===== config.mk =====
export PLATFORM = sky130hd
export DESIGN_NAME = i2s_master_sequencer_flat
export DESIGN_NICKNAME = d
export VERILOG_FILES = /design/src/rtl/i2s_master_sequencer_if.sv /design/src/rtl/i2s_master_sequencer.sv /design/src/flat_wrapper.sv
export SDC_FILE = /design/constraint.sdc
export NUM_CORES = 1
export LEC_CHECK = 0
export ABC_CLOCK_PERIOD_IN_PS = 2400
export BUFFER_PORTS_ARGS = -buffer_cell sky130_fd_sc_hd__buf_2
export CELL_PAD_IN_SITES_DETAIL_PLACEMENT = 1
export CELL_PAD_IN_SITES_GLOBAL_PLACEMENT = 2
export CORE_MARGIN = 1
export CORE_UTILIZATION = 32
export CTS_BUF_LIST = sky130_fd_sc_hd__clkbuf_8 sky130_fd_sc_hd__clkbuf_16
export DETAILED_ROUTE_END_ITERATION = 12
export GPL_TIMING_DRIVEN = 0
export HOLD_SLACK_MARGIN = 0.05
export PLACE_DENSITY_LB_ADDON = 0.1
export RECOVER_POWER = 25
export SKIP_CTS_REPAIR_TIMING = 1
export SYNTH_ARGS = -nofsm -noshare
export SYNTH_HDL_FRONTEND = slang
export SYNTH_SLANG_ARGS = --single-unit

===== constraint.sdc =====
create_clock -name clk -period 2.4 [get_ports clk]
set_input_delay 0.48 -clock clk [delete_from_list [all_inputs] [get_ports clk]]
set_output_delay 0.48 -clock clk [all_outputs]
set_load 0.005 [all_outputs]

===== src/rtl/i2s_master_sequencer_if.sv =====
// Sample-pair handshake between the I2S frame scheduler and the upstream synth/mixer.
// The sequencer is the master: it raises sample_req and the source answers with a valid pair.
interface i2s_master_sequencer_if #(
  parameter int SAMPLE_WIDTH = 16
);
  logic                    sample_req;
  logic                    sample_valid;
  logic [SAMPLE_WIDTH-1:0] left_smp;
  logic [SAMPLE_WIDTH-1:0] right_smp;

  modport master (
    output sample_req,
    input  sample_valid,
    input  left_smp,
    input  right_smp
  );

  modport slave (
    input  sample_req,
    output sample_valid,
    output left_smp,
    output right_smp
  );
endinterface


===== src/rtl/i2s_master_sequencer.sv =====
// I2S clock master and frame scheduler: derives BCLK/LRCLK from clk, fetches one stereo
// pair per frame and presents it to the transceiver from the start of the right slot.
module i2s_master_sequencer #(
  parameter int SAMPLE_WIDTH = 16,
  parameter int BCLK_DIV     = 8,
  parameter int BITS_PER_CH  = 32
) (
  input  logic                    clk,
  input  logic                    reset,
  input  logic                    enable,
  output logic                    bclk,
  output logic                    lrclk,
  output logic                    frame_start,
  i2s_master_sequencer_if.master  smp,
  output logic [SAMPLE_WIDTH-1:0] left_in,
  output logic [SAMPLE_WIDTH-1:0] right_in,
  output logic                    underrun,
  input  logic                    underrun_clr
);

  localparam int DIV_W = $clog2(BCLK_DIV);
  localparam int BIT_W = $clog2(2 * BITS_PER_CH);

  localparam logic [DIV_W-1:0] DIV_LAST     = DIV_W'(BCLK_DIV - 1);
  localparam logic [DIV_W-1:0] DIV_HALF     = DIV_W'(BCLK_DIV / 2);
  localparam logic [DIV_W-1:0] DIV_ONE      = DIV_W'(1);
  localparam logic [BIT_W-1:0] BIT_LAST     = BIT_W'(2 * BITS_PER_CH - 1);
  localparam logic [BIT_W-1:0] BIT_DEADLINE = BIT_W'(BITS_PER_CH - 1);
  localparam logic [BIT_W-1:0] BIT_RIGHT    = BIT_W'(BITS_PER_CH);
  localparam logic [BIT_W-1:0] BIT_ONE      = BIT_W'(1);

  typedef enum logic [1:0] {
    IDLE = 2'd0,
    WAIT = 2'd1,
    GOT  = 2'd2,
    DONE = 2'd3
  } state_t;

  state_t                  state_reg, state_next;
  logic [DIV_W-1:0]        div_cnt_reg, div_cnt_next;
  logic [BIT_W-1:0]        bit_cnt_reg, bit_cnt_next;
  logic                    bclk_reg, bclk_next;
  logic                    lrclk_reg, lrclk_next;
  logic                    frame_start_reg, frame_start_next;
  logic                    req_reg, req_next;
  logic                    underrun_reg, underrun_next;
  logic [SAMPLE_WIDTH-1:0] pend_left_reg, pend_left_next;
  logic [SAMPLE_WIDTH-1:0] pend_right_reg, pend_right_next;
  logic [SAMPLE_WIDTH-1:0] left_reg, left_next;
  logic [SAMPLE_WIDTH-1:0] right_reg, right_next;

  logic tick;
  logic deadline;
  logic boundary;
  logic xfer;
  logic underrun_set;

  always_ff @(posedge clk) begin
    if (reset) begin
      state_reg       <= IDLE;
      div_cnt_reg     <= '0;
      bit_cnt_reg     <= '0;
      bclk_reg        <= 1'b0;
      lrclk_reg       <= 1'b0;
      frame_start_reg <= 1'b0;
      req_reg         <= 1'b0;
      underrun_reg    <= 1'b0;
      pend_left_reg   <= '0;
      pend_right_reg  <= '0;
      left_reg        <= '0;
      right_reg       <= '0;
    end else begin
      state_reg       <= state_next;
      div_cnt_reg     <= div_cnt_next;
      bit_cnt_reg     <= bit_cnt_next;
      bclk_reg        <= bclk_next;
      lrclk_reg       <= lrclk_next;
      frame_start_reg <= frame_start_next;
      req_reg         <= req_next;
      underrun_reg    <= underrun_next;
      pend_left_reg   <= pend_left_next;
      pend_right_reg  <= pend_right_next;
      left_reg        <= left_next;
      right_reg       <= right_next;
    end
  end

  always_comb begin
    state_next       = state_reg;
    div_cnt_next     = div_cnt_reg;
    bit_cnt_next     = bit_cnt_reg;
    frame_start_next = 1'b0;
    req_next         = req_reg;
    pend_left_next   = pend_left_reg;
    pend_right_next  = pend_right_reg;
    left_next        = left_reg;
    right_next       = right_reg;
    underrun_set     = 1'b0;

    tick     = (div_cnt_reg == DIV_LAST);
    deadline = tick && (bit_cnt_reg == BIT_DEADLINE);
    boundary = tick && (bit_cnt_reg == BIT_LAST);
    xfer     = req_reg && smp.sample_valid;

    if (state_reg != IDLE) begin
      div_cnt_next = tick ? '0 : div_cnt_reg + DIV_ONE;
      if (tick) begin
        bit_cnt_next = (bit_cnt_reg == BIT_LAST) ? '0 : bit_cnt_reg + BIT_ONE;
      end
    end

    case (state_reg)
      IDLE: begin
        div_cnt_next = '0;
        bit_cnt_next = '0;
        req_next     = 1'b0;
        if (enable) begin
          state_next       = WAIT;
          frame_start_next = 1'b1;
          req_next         = 1'b1;
        end
      end
      WAIT: begin
        // A pair arriving on the deadline tick goes straight to the outputs.
        if (xfer && deadline) begin
          left_next  = smp.left_smp;
          right_next = smp.right_smp;
          req_next   = 1'b0;
          state_next = DONE;
        end else if (xfer) begin
          pend_left_next  = smp.left_smp;
          pend_right_next = smp.right_smp;
          req_next        = 1'b0;
          state_next      = GOT;
        end else if (deadline) begin
          underrun_set = 1'b1;
          req_next     = 1'b0;
          state_next   = DONE;
        end
      end
      GOT: begin
        if (deadline) begin
          left_next  = pend_left_reg;
          right_next = pend_right_reg;
          state_next = DONE;
        end
      end
      DONE: begin
        if (boundary) begin
          if (enable) begin
            state_next       = WAIT;
            frame_start_next = 1'b1;
            req_next         = 1'b1;
          end else begin
            state_next = IDLE;
          end
        end
      end
      default: begin
        state_next = IDLE;
        req_next   = 1'b0;
      end
    endcase

    underrun_next = underrun_set ? 1'b1 : (underrun_clr ? 1'b0 : underrun_reg);

    // Clock outputs are registered from the next counter values so they track the counters exactly.
    bclk_next  = (div_cnt_next >= DIV_HALF);
    lrclk_next = (bit_cnt_next >= BIT_RIGHT);
  end

  assign bclk           = bclk_reg;
  assign lrclk          = lrclk_reg;
  assign frame_start    = frame_start_reg;
  assign smp.sample_req = req_reg;
  assign left_in        = left_reg;
  assign right_in       = right_reg;
  assign underrun       = underrun_reg;

endmodule


===== src/flat_wrapper.sv =====
// flat-port wrapper written by rule: the top's interface ports become plain ports
module i2s_master_sequencer_flat 
#(
  parameter int SAMPLE_WIDTH = 16,
  parameter int BCLK_DIV     = 8,
  parameter int BITS_PER_CH  = 32
)
  (clk, reset, enable, bclk, lrclk, frame_start, left_in, right_in, underrun, underrun_clr, smp_sample_req, smp_sample_valid, smp_left_smp, smp_right_smp);
  i2s_master_sequencer_if #(.SAMPLE_WIDTH(SAMPLE_WIDTH)) smp_i ();
  input  logic clk;
  input  logic reset;
  input  logic enable;
  output logic bclk;
  output logic lrclk;
  output logic frame_start;
  output logic [SAMPLE_WIDTH-1:0] left_in;
  output logic [SAMPLE_WIDTH-1:0] right_in;
  output logic underrun;
  input  logic underrun_clr;
  output wire logic [$bits(smp_i.sample_req)-1:0] smp_sample_req;
  input wire logic [$bits(smp_i.sample_valid)-1:0] smp_sample_valid;
  input wire logic [$bits(smp_i.left_smp)-1:0] smp_left_smp;
  input wire logic [$bits(smp_i.right_smp)-1:0] smp_right_smp;
  assign smp_sample_req = smp_i.sample_req;
  assign smp_i.sample_valid = smp_sample_valid;
  assign smp_i.left_smp = smp_left_smp;
  assign smp_i.right_smp = smp_right_smp;
  i2s_master_sequencer #(.SAMPLE_WIDTH(SAMPLE_WIDTH), .BCLK_DIV(BCLK_DIV), .BITS_PER_CH(BITS_PER_CH)) u_core (.clk(clk), .reset(reset), .enable(enable), .bclk(bclk), .lrclk(lrclk), .frame_start(frame_start), .smp(smp_i), .left_in(left_in), .right_in(right_in), .underrun(underrun), .underrun_clr(underrun_clr));
endmodule

==> metrics.cfg, run 1 <==
[status]
status = completed

[timing]
setup_viol = 0
period_share_pct = 92.53
rsz0062_at_grt = false
setup_tns_ns = 0
maxSlewHeadroom_pct = 48.30
maxSlewViolCount = 0
min_period_ns = 2.221
skew_ns = 0.006973
fmax_ghz = 0.4503
finalHoldViolations = 0
worst_pin_slew_ns = 0.7755

[clock_tree]
numCtsBuffers = 9
cts_sinks = 79
cts_max_path_buffers = 2
insertion_delay_ns = 0.35
h-tree-depth = 3
cts_tree = done
root_buffer = clkbuf_8
path_clk_slew_ns = 0.09

[placed_design]
post-dp-hpwl_um = 6539
dp_cells = 581
place_area_um2 = 3920
port_buffers = 73
gp_congestion = 0.7756

[yosys]
synth_edf_count = 0
seq_area_frac_synth_pct = 46.73
ys.flop_type = dfxtp_1
synthTopCellsByCount = dfxtp_1 (79), nand2_1 (68), a21oi_1 (67), a211oi_1 (34), mux2i_1 (33)
syn_inst = 372
synthMostInstantiatedCell = dfxtp_1
yosysTopAreaCell = dfxtp_1
ys_types = 37
ys_top_cells_by_area = dfxtp_1 (47%), a21oi_1 (9.9%), mux2i_1 (9.8%), a211oi_1 (7.5%), nand2_1 (7.5%)
ys_warn_count = 0
avgSynthCellArea_um2 = 9.098
synth-seq-cells = 79
syn_area_um2 = 3384
synth_fp_nets = 416
ys_async_sr_fraction_pct = 0
synth_top_area_share_pct = 46.73

[detailed_routing]
avgViaCountPerCell = 4.940
wl_per_cell_um = 15.54
vias = 2954
route.detailed.drc = 0
dr.pass1.iters = 4
ant_nets = 0
finalWirelength_um = 9294
drtIter0Drc = 65

[layout]
antenna_cells = 0
fin_nets = 501
utilization_pct = 39.96
syn_to_final_growth_pct = 21.33
layoutNonFillerInstCount = 598
drive_gt1_share_pct = 21.65
postLayoutCellArea_um2 = 4106
fillers = 1283

[global_route]
grt_max_degree = 14
grt_overflow = 0
grt_pass1_vias = 2973
antenna_found_initial = 1
grt_pass1_wl_um = 15250
grt.total_usage_pct = 17.82

[setup_path]
r2r-end = u_core.left_in[15]
r2r_slack_ns = 0.18
critPathMaxFanout = 10
cp-end-kind = flip-flop
crit_arrival_ns = 2.43
critical_path_required_ns = 2.61
worst_setup_path_start_kind = flip-flop
path_class = reg -> reg
worstReg2RegStart = u_core.div_cnt_reg[0]
reg2regPathDepth = 10

[run]
drv_cap = 0

[pwr]
ir_drop_uv = 216.6
leakage_nw = 1.483
p_per_area_nw_per_um2 = 698.8

[floorplan]
initial_core_util_pct = 32.93
io_pins = 74
core-area_um2 = 10280
rows = 37
fp.dieH_um = 104.8
fp.dieArea_um2 = 10990
die_w_um = 104.8

[worst_hold_path]
whs_endpoint = u_core.pend_left_reg[13]
min-delay-start = smp_left_smp[13]
min_path_type = in -> reg
min_path_cells = 3

## cells by family after synthesis
| family | Yosys count | synth area share, % |
|---|---|---|
| muxes | 34 | 10.09 |
| DFF | 79 | 46.73 |
| AOI/OAI and AO/OA | 115 | 21.33 |
| buffers and inverters | 35 | 5.175 |
| xor gates and xnor gates | 4 | 1.035 |
| and+or+nand+nor | 98 | 13.05 |
| adders and majority gates | 7 | 2.588 |
## layout by cell type, fill, tap and decap left out, types with 3 or more instances in the layout
cell type | netlist | layout
buf_6 | 3 | 3
or4_1 | 3 | 3
a211oi_1 | 34 | 34
clkbuf_8 | 0 | 9
buf_4 | 3 | 4
nor2_1 | 7 | 7
nor2b_1 | 3 | 3
and2_1 | 3 | 3
inv_1 | 3 | 5
or2_2 | 3 | 3
ha_1 | 7 | 7
nor3_1 | 3 | 3
mux2i_1 | 33 | 33
buf_2 | 8 | 72
nand2_1 | 68 | 68
a21oi_1 | 67 | 67
dfxtp_1 | 79 | 79
clkbuf_1 | 18 | 27
xor2_1 | 3 | 3
## where the power goes
part	switching (W)	internal [W]	total, W
clock	0.000510	0.000474	0.000983
combinational	0.000252	0.000193	0.000445
sequential	0.0000471	0.00139	0.00144
total	0.000809	0.00206	0.00287
## critical path, stage by stage, from the launching register on
cell and delay, ns:
dfxtp_1 0.36, ha_1 0.16, ha_1 0.13, buf_2 0.20
nand3_4 0.16, o41ai_4 0.34, buf_4 0.20, and2_1 0.12
buf_2 0.17, buf_6 0.16, a211oi_1 0.08
## through the flow
step           worst slack, ns  hold WS [ns]  total power, W
2_1_floorplan           0.3963        0.4053        0.001729
3_3_place_gp            0.1499        0.4238        0.001915
3_5_place_dp            0.1232        0.4445        0.001927
4_1_cts                 0.1013        0.3503        0.002914
5_1_grt                0.03594        0.3568        0.003023
6_report                0.1794        0.3631        0.002869
## layout make-up
| class | count | area (um^2) | share of cell area, % |
|---|---|---|---|
| tap | 136 | 170.2 | 4.144 |
| inverter | 3 | 11.26 | 0.2742 |
| clock inverter | 7 | 66.31 | 1.615 |
| sequential | 79 | 1582 | 38.51 |
| buffer | 32 | 163.9 | 3.991 |
| clock buffer | 9 | 123.9 | 3.016 |
| multi-input combinational | 258 | 1628 | 39.64 |
| timing repair buffer | 74 | 361.6 | 8.806 |
## worst max path at each step
stage	from	endpoint	cells past startpoint
CTS	u_core.div_cnt_reg[0]	u_core.right_in[6]	9
global placement	u_core.div_cnt_reg[0]	u_core.right_in[15]	9
global route	u_core.div_cnt_reg[0]	u_core.left_in[15]	10
floorplan	u_core.div_cnt_reg[0]	u_core.smp.sample_req	7
finish	u_core.div_cnt_reg[0]	u_core.left_in[15]	10
detailed placement	u_core.div_cnt_reg[0]	u_core.left_in[10]	9
## per-layer routing
| layer | track usage (%) | part of all wire (%) |
|---|---|---|
| met1 | 23.63 | 48 |
| met2 | 28.33 | 47 |
| met3 | 4.055 | 3.4 |
| met5 | 0 | 0 |
| met4 | 6.338 | 1.3 |
No activity file was read; power rests on OpenSTA's default activity.
==> run 2, diff against run 1 <==
--- a/config.mk
+++ b/config.mk
@@ -7,6 +7,7 @@
 export LEC_CHECK = 0
 export ABC_CLOCK_PERIOD_IN_PS = 2400
 export BUFFER_PORTS_ARGS = -buffer_cell sky130_fd_sc_hd__buf_2
+export CAP_MARGIN = 20
 export CELL_PAD_IN_SITES_DETAIL_PLACEMENT = 1
 export CELL_PAD_IN_SITES_GLOBAL_PLACEMENT = 2
 export CORE_MARGIN = 1
@@ -15,7 +16,7 @@
 export DETAILED_ROUTE_END_ITERATION = 12
 export GPL_TIMING_DRIVEN = 0
 export HOLD_SLACK_MARGIN = 0.05
-export PLACE_DENSITY_LB_ADDON = 0.1
+export PLACE_DENSITY = 0.85
 export RECOVER_POWER = 25
 export SKIP_CTS_REPAIR_TIMING = 1
 export SYNTH_ARGS = -nofsm -noshare
==> run 2 against run 1 <==
Effect of this change: global-route usage shrank 0.75 points; critical endpoint is now u_core.smp.sample_req; non-clock buffer count fell by 1; largest power group unchanged; maximum frequency about the same; die area stayed put; critical path depth decreased by 3; clock skew increased by 0.0030 ns.
==> metrics.cfg, run 2 (same netlist as run 1, synthesis figures left out) <==
[run]
drv_cap = 0  ; unchanged

[floorplan]
rows = 37  ; unchanged
fp.dieH_um = 104.8  ; unchanged
core-area_um2 = 10280  ; unchanged
io_pins = 74  ; unchanged
fp.dieArea_um2 = 10990  ; unchanged
initial_core_util_pct = 32.93  ; unchanged
die_w_um = 104.8  ; unchanged

[clock_tree]
numCtsBuffers = 9  ; unchanged
path_clk_slew_ns = 0.09  ; about the same
insertion_delay_ns = 0.36  ; was 0.35 ns
root_buffer = clkbuf_8  ; unchanged
cts_tree = done  ; unchanged
cts_sinks = 79  ; unchanged
cts_max_path_buffers = 2  ; unchanged
h-tree-depth = 3  ; unchanged

[timing]
setup_tns_ns = 0  ; unchanged
setup_viol = 0  ; unchanged
rsz0062_at_grt = false  ; unchanged
setup_slack_ns = 0.1799  ; was 0.1794 ns
maxSlewViolCount = 0  ; unchanged
skew_ns = 0.009923  ; was 0.006973 ns
min_period_ns = 2.220  ; was 2.221 ns
maxSlewHeadroom_pct = 48.18  ; was 48.30%
worst_pin_slew_ns = 0.7774  ; was 0.7755 ns
finalHoldViolations = 0  ; unchanged
period_share_pct = 92.50  ; was 92.53%
fmax_ghz = 0.4504  ; was 0.4503 GHz

[setup_path]
cp-end-kind = flip-flop  ; unchanged
reg2regPathDepth = 7  ; was 10
cp_common_cell = ha_1
cp_num_cells = 7  ; was 10
crit_path_end = u_core.smp.sample_req  ; was u_core.left_in[15]
critical_path_required_ns = 2.64  ; was 2.61 ns
cp-startpoint = u_core.div_cnt_reg[0]  ; unchanged
r2r_slack_ns = 0.18  ; about the same
cp_slowest_cell = or4_1  ; was dfxtp_1
crit_arrival_ns = 2.46  ; was 2.43 ns
path_class = reg -> reg  ; unchanged
critPathMaxFanout = 10  ; unchanged
cp_cell_sequence = ha_1 -> ha_1 -> buf_2 -> nand3_4 -> or4_1 -> a31oi_2 -> mux2_1  ; was ha_1 -> ha_1 -> buf_2 -> nand3_4 -> o41ai_4 -> buf_4 -> and2_1 -> buf_2 -> buf_6 -> a211oi_1
cpLargestDelayFamily = simple AND/OR/NAND/NOR gates  ; was buffers and inverters
worst_setup_path_start_kind = flip-flop  ; unchanged
worstReg2RegStart = u_core.div_cnt_reg[0]  ; unchanged
r2r-end = u_core.smp.sample_req  ; was u_core.left_in[15]
cpPeakStageDelay_ns = 0.54  ; was 0.36 ns
crit_buf_inv = 1  ; was 4

[global_route]
antenna_found_initial = 0  ; was 1
grt_pass1_wl_um = 14740  ; was 15250 um
grt_max_degree = 15  ; was 14
grt.total_usage_pct = 17.07  ; was 17.82%
grt_overflow = 0  ; unchanged
grt_pass1_vias = 3025  ; was 2973

[detailed_routing]
drtIter0Drc = 65  ; unchanged
avgViaCountPerCell = 4.963  ; was 4.940
dr.pass1.iters = 4  ; unchanged
vias = 2963  ; was 2954
route.detailed.drc = 0  ; unchanged
finalWirelength_um = 9043  ; was 9294 um
ant_nets = 0  ; unchanged
wl_per_cell_um = 15.15  ; was 15.54 um

[layout]
syn_to_final_growth_pct = 23.18  ; was 21.33%
mostFrequentLayoutCell = dfxtp_1  ; unchanged
final_cell_mix = dfxtp_1 (79), buf_2 (73), nand2_1 (68)  ; was dfxtp_1 (79), buf_2 (72), nand2_1 (68)
layoutNonFillerInstCount = 597  ; was 598
drive_gt1_share_pct = 22.34  ; was 21.65%
fin_nets = 500  ; was 501
antenna_cells = 0  ; unchanged

[placed_design]
gp_congestion = 0.7873  ; was 0.7756
post-dp-hpwl_um = 6477  ; was 6539 um
place_ws_ns = 0.1817  ; was 0.1232 ns
dp_cells = 581  ; unchanged
port_buffers = 73  ; unchanged

[pwr]
leakage_nw = 1.507  ; was 1.483 nW
ir_drop_uv = 294.1  ; was 216.6 uV
p_per_area_nw_per_um2 = 751.5  ; was 698.8 nW/um^2

[worst_hold_path]
min_path_type = in -> reg  ; unchanged

[status]
status = completed  ; unchanged

==> run 2: final cells by class <==
cell class	count	area, um^2
Buffer	32	163.9
Clock buffer	10	137.6
Clock inverter	6	115.1
Multi-Input combinational cell	258	1634
Inverter	3	11.26
Sequential cell	79	1582
Tap cell	136	170.2
Timing Repair Buffer	73	355.3
Fill cell	1268	6108
==> run 2: per-stage QoR <==
stage                     power, W  util (%)  instance area, um^2  hold slack (ns)
final                     0.003133     40.56                 4169           0.3598
after global placement    0.001912     38.14                 3920           0.4150
after CTS                 0.003179     40.60                 4173           0.3372
after detailed placement  0.001924     38.14                 3920           0.4269
after global routing      0.003287     40.56                 4169           0.3501
after floorplan           0.001729         -                 3385           0.4053
==> run 2: tightest hold or removal path: cells and delay by family <==
| family | cells | cell delay (ns) |
|---|---|---|
| AO/OA/AOI/OAI | 1 | 0.05 |
| buffers and inverters | 1 | 0.10 |
| AND/OR/NAND/NOR | 1 | 0.05 |
==> run 2: worst min-delay path by stage <==
stage,from,to,slack (ns),depth (start not counted)
global placement,u_core.div_cnt_reg[0],u_core.div_cnt_reg[0],0.41,1
finish,smp_right_smp[4],u_core.pend_right_reg[4],0.36,3
CTS,smp_right_smp[4],u_core.pend_right_reg[4],0.34,3
floorplan,u_core.div_cnt_reg[0],u_core.div_cnt_reg[0],0.41,1
global route,smp_left_smp[13],u_core.pend_left_reg[13],0.35,3
detailed placement,u_core.div_cnt_reg[0],u_core.div_cnt_reg[0],0.43,1
==> run 2: power by group <==
part           switching [W]  internal [W]  leakage (nW)
Combinational       0.000250      0.000192         0.741
Clock               0.000524      0.000725         0.123
Sequential         0.0000474       0.00139         0.643
Total               0.000822       0.00231          1.51
==> run 2: per-layer routing <==
layer / track usage, % / wire length (um) / vias up
met5: 0 / 0 / -
met4: 7.445 / 141 / 0
met3: 3.057 / 306 / 12
met2: 27.44 / 4189 / 54
met1: 22.37 / 4406 / 1410
li1: - / - / 1487
